==> config.mk <==
export PLATFORM = sky130hd
export DESIGN_NAME = i2c_byte_transmitter
export DESIGN_NICKNAME = d
export VERILOG_FILES = /design/src/rtl/i2c_pkg.sv /design/src/rtl/scl_edge_detect.sv /design/src/rtl/i2c_byte_transmitter.sv
export SDC_FILE = /design/constraint.sdc
export NUM_CORES = 1
export LEC_CHECK = 0
export ABC_AREA = 1
export CAP_MARGIN = 10
export CORE_MARGIN = 2
export CORE_UTILIZATION = 50
export CTS_BUF_LIST = sky130_fd_sc_hd__clkbuf_8 sky130_fd_sc_hd__clkbuf_16
export DETAILED_ROUTE_END_ITERATION = 10
export PLACE_DENSITY = 0.81
export REMOVE_ABC_BUFFERS = 1
export SETUP_SLACK_MARGIN = 0.3
export SYNTH_ARGS = -nofsm -noshare
export SYNTH_HDL_FRONTEND = slang
export SYNTH_SLANG_ARGS = --single-unit
==> constraint.sdc <==
create_clock -name clk -period 1.7 [get_ports clk]
set_input_delay 0.34 -clock clk [delete_from_list [all_inputs] [get_ports clk]]
set_output_delay 0.34 -clock clk [all_outputs]
set_load 0.005 [all_outputs]
==> src/rtl/i2c_pkg.sv <==
// i2c_pkg: state type and bus constants shared by the I2C byte receive and transmit paths.
package i2c_pkg;

  typedef enum logic [1:0] {
    IDLE      = 2'd0,
    WAIT_DATA = 2'd1,
    SHIFT     = 2'd2,
    ACK       = 2'd3
  } i2c_tx_state_e;

  localparam int   I2C_BITS_PER_BYTE = 8;
  localparam logic I2C_ACK           = 1'b0;
  localparam logic I2C_NACK          = 1'b1;

endpackage

==> src/rtl/scl_edge_detect.sv <==
// scl_edge_detect: one-register SCL edge detector; scl_q idles high like the bus.
module scl_edge_detect (
  input  logic clk,
  input  logic reset,
  input  logic scl,
  output logic scl_q,
  output logic scl_rise,
  output logic scl_fall
);

  always_ff @(posedge clk) begin
    if (reset) scl_q <= 1'b1;
    else       scl_q <= scl;
  end

  assign scl_rise = ~scl_q & scl;
  assign scl_fall = scl_q & ~scl;

endmodule

==> src/rtl/i2c_byte_transmitter.sv <==
// i2c_byte_transmitter: shifts read bytes out MSB-first on SDA and samples the controller ACK/NACK.
// Define I2C_TX_CLOCK_STRETCH_EN to hold SCL low while waiting for data instead of flagging underrun.
//   state     | meaning
//   IDLE      | bus not ours, SDA released
//   WAIT_DATA | SCL low, waiting for a tx_data handshake
//   SHIFT     | driving the 8 data bits, advancing on each SCL fall
//   ACK       | SDA released, sampling controller ACK/NACK
module i2c_byte_transmitter
  import i2c_pkg::*;
(
  input  logic       clk,
  input  logic       reset,
  input  logic       scl,
  input  logic       sda,
  input  logic       start,
  input  logic       abort,
  input  logic       tx_valid,
  input  logic [7:0] tx_data,
  output logic       tx_ready,
  output logic       sda_oe,
  output logic       scl_oe,
  output logic       busy,
  output logic       done,
  output logic       nack,
  output logic       underrun
);

  logic          scl_q;
  logic          scl_rise;
  logic          scl_fall;
  logic          accept;
  i2c_tx_state_e state_q;
  logic [7:0]    shreg_q;
  logic [2:0]    bit_cnt_q;
  logic          ack_nack_q;
  logic          sda_oe_q;
  logic          done_q;
  logic          nack_q;
  logic          underrun_q;

  scl_edge_detect u_scl_edge (
    .clk      (clk),
    .reset    (reset),
    .scl      (scl),
    .scl_q    (scl_q),
    .scl_rise (scl_rise),
    .scl_fall (scl_fall)
  );

  // Only take a byte while SCL is low so the MSB is on SDA before the next rise.
  assign tx_ready = (state_q == WAIT_DATA) && !scl;
  assign accept   = tx_ready && tx_valid;

  always_ff @(posedge clk) begin
    if (reset) begin
      state_q    <= IDLE;
      shreg_q    <= '0;
      bit_cnt_q  <= '0;
      ack_nack_q <= 1'b0;
      sda_oe_q   <= 1'b0;
      done_q     <= 1'b0;
      nack_q     <= 1'b0;
      underrun_q <= 1'b0;
    end else begin
      done_q     <= 1'b0;
      nack_q     <= 1'b0;
      underrun_q <= 1'b0;
      if (abort) begin
        state_q  <= IDLE;
        sda_oe_q <= 1'b0;
      end else begin
        unique case (state_q)
          IDLE: begin
            sda_oe_q <= 1'b0;
            if (start) state_q <= WAIT_DATA;
          end
          WAIT_DATA: begin
            if (accept) begin
              shreg_q   <= tx_data;
              bit_cnt_q <= 3'(I2C_BITS_PER_BYTE - 1);
              sda_oe_q  <= ~tx_data[7];
              state_q   <= SHIFT;
            end
`ifndef I2C_TX_CLOCK_STRETCH_EN
            else if (scl_rise) begin
              underrun_q <= 1'b1;
              sda_oe_q   <= 1'b0;
              state_q    <= IDLE;
            end
`endif
          end
          SHIFT: begin
            if (scl_fall) begin
              if (bit_cnt_q == 3'd0) begin
                sda_oe_q <= 1'b0;
                state_q  <= ACK;
              end else begin
                shreg_q   <= shreg_q << 1;
                bit_cnt_q <= bit_cnt_q - 3'd1;
                sda_oe_q  <= ~shreg_q[6];
              end
            end
          end
          ACK: begin
            if (scl_rise) begin
              ack_nack_q <= sda;
            end else if (scl_fall) begin
              done_q  <= 1'b1;
              nack_q  <= ack_nack_q;
              state_q <= (ack_nack_q == I2C_NACK) ? IDLE : WAIT_DATA;
            end
          end
          default: state_q <= IDLE;
        endcase
      end
    end
  end

`ifdef I2C_TX_CLOCK_STRETCH_EN
  logic scl_oe_q;

  always_ff @(posedge clk) begin
    if (reset) scl_oe_q <= 1'b0;
    else       scl_oe_q <= !abort && (state_q == WAIT_DATA) && !scl_q && !accept;
  end

  assign scl_oe = scl_oe_q;
`else
  logic unused_scl_q;
  assign unused_scl_q = scl_q;
  assign scl_oe       = 1'b0;
`endif

  assign sda_oe   = sda_oe_q;
  assign busy     = (state_q != IDLE);
  assign done     = done_q;
  assign nack     = nack_q;
  assign underrun = underrun_q;

endmodule

==> metrics <==
Final min period=1.53 ns; slowest stage cell on the critical path=dfxtp_2; site row count=16; CTS Buffer Depth=2; Inst Count DP=200; post-route antenna net violation count=0; Die Area=2560 um2; drt first pass iters=4; crit path max fanout=2; worst setup margin=0.174 ns; clock-pin slew on the worst setup and hold paths=0.07 ns; hold buffers post-CTS=0; routed via count=1236; nets@finish=211; Crit Path Class=flop to primary output; fin crit share=89.8%; Design Area, Final=1650 um2; Final Skew=0.00278 ns; clk_lat worst skew=0.26 ns; DR WL/cell=16.4 um; commonest non-fill, non-tap cell in the layout=nand2_1; share of layout cells above drive strength 1=39.9%; first-pass GRT wire length=5270 um; Fmax achieved=655 MHz; number of synthesized register bits=18; endpoints failing setup=0; Ant. Diodes=0; I/O pins=22; PD cells=612 nW/um2; DRC Markers=0; Net Sw Frac=26.9%; sequential share of power=43.1%; Remaining Overflow, GRT=0; Layout area overhead=52.0%; Die Span Y=50.6 um; cell area after synthesis=1090 um2; IO Port Bufs=20; Largest delay share family, worst path=flip-flops; area post-placement=1360 um2; synthesized area per cell=7.40 um2; synth unique cells=26; CP endpoint kind=primary output; core area=2000 um2; Fin. Hold Viols=0; CTS tree=built; H-Tree Depth=1; wirelength, routed=3520 um; Critical path buffers and inverters=3; DP Worst Slack=-0.0676 ns; Via density=5.75; 1st-iter DRT viols=53; peak supply drop=0.401 mV; cell count after synthesis=147; combinational share of power=21.2%; Die Wd=50.6 um; Detailed Place HPWL=1930 um; Inserted Clock Buffers=3; CP Data Required Time=1.36 ns; Leakage=0.728 nW; most frequent cells in the layout=35 x nand2_1, 16 x dfxtp_1, 14 x inv_1, 14 x nand2_2; initial core utilization=54.3%; root buffer cell=clkbuf_8; Seq/Total Area, Yosys=33.1%; CP Cell Sequence=buf_6, ha_4, inv_2, nor2_2, buf_2; Net Switching=0.000272 W; final hold slack=0.479 ns; largest net degree at the start of global routing=11; number of global-route vias before repair=1158; Max stage delay on crit path=0.36 ns; GP Congestion=0.771; HP Class=flop to flop; initial antenna violation count=0; internal power=0.000738 W; RSZ-0062 raised after global routing=true; WP data arrival=1.19 ns; outcome=finished clean; max_cap viols=0; Finished Layout Cells=215; yosys warns=0; Startpoint Class=flop; GR Util All Layers=27.3%; CTS sink cnt=18; Clk network pwr share=35.7%; Max Slew Vio Count=0
==> timing repair <==
action / in CTS / in global routing
pin swaps: 21 / 10
buffers inserted: 9 / 0
cloned: 2 / 0
gates resized for setup: 39 / 14
setup endpoints to repair: 18 / 17
==> logic make-up after synthesis <==
logic type,synth area share [%]
AOI/OAI and AO/OA,11.6
adders and majority gates,8.05
buffers and inverters,10.9
DFF,33.1
other,0.345
and+or+nand+nor,35.9
==> per-layer routing <==
layer / vias up / part of all wire, % / wire (um) / GRT usage [%]
met1: 591 / 40 / 1410 / 33.6
met4: 0 / 1.8 / 63 / 7.66
met3: 8 / 7.3 / 257 / 3.57
met2: 81 / 51 / 1790 / 49.6
li1: 556 / - / - / -
met5: - / 0 / 0 / 0
==> registers in the layout, summed over array words and instances, names as in the netlist, named ones only <==
signal / cells
u_scl_edge.scl_q: 1
shreg_q: 7
bit_cnt_q: 3
sda_oe: 1
state_q: 1
underrun: 1
nack: 1
done: 1
ack_nack_q: 1
==> synthesized netlist by cell type, drive strengths merged <==
cell type | instances | area (um2)
nand2 | 50 | 213
inv | 20 | 75.1
dfxtp | 18 | 360
a21oi | 12 | 93.8
nand4 | 10 | 62.6
nand3 | 8 | 57.6
nor2 | 8 | 32.5
ha | 7 | 87.6
buf | 5 | 43.8
o21ai | 3 | 26.3
nor4 | 2 | 12.5
conb | 1 | 3.75
nand3b | 1 | 7.51
nor3 | 1 | 5.00
o22ai | 1 | 6.26
==> metrics by stage <==
stage	setup TNS (ns)	utilization (%)	power, W
floorplan	0	-	0.000518
global placement	-0.0525	67.9	0.000592
detailed placement	-0.144	67.9	0.000597
CTS	0	80.3	0.000984
global route	0	82.6	0.00104
finish	0	82.6	0.00101
==> cell type report <==
cell class	instances	area (um2)
repair buffers	41	384
inverters	20	82.6
well taps	27	33.8
fillers	114	349
multi-input cells	105	732
clock buffers	4	55.1
flip-flops and latches	18	365
==> worst min-delay path, stage by stage (launching register included) <==
cell and delay, ns:
dfxtp_1 0.32, nand2_2 0.07, a21oi_2 0.05
==> power by group through the flow <==
stage	clock network, W	logic [W]	registers, W
after floorplan	0	0.0000725	0.000445
after global placement	0	0.000147	0.000445
after detailed placement	0	0.000152	0.000446
after CTS	0.000358	0.000191	0.000436
after global routing	0.000378	0.000227	0.000437
final	0.000361	0.000214	0.000436
==> worst paths after layout <==
kind                              startpoint          to  slack [ns]  cells past startpoint
worst max-delay path              state_q[0]    tx_ready        0.17                      5
worst min-delay path              shreg_q[4]  shreg_q[4]        0.48                      2
worst max register to register  bit_cnt_q[0]  shreg_q[3]        0.18                      8
worst min register to register    shreg_q[4]  shreg_q[4]        0.48                      2
No activity file was read; power rests on OpenSTA's default activity.
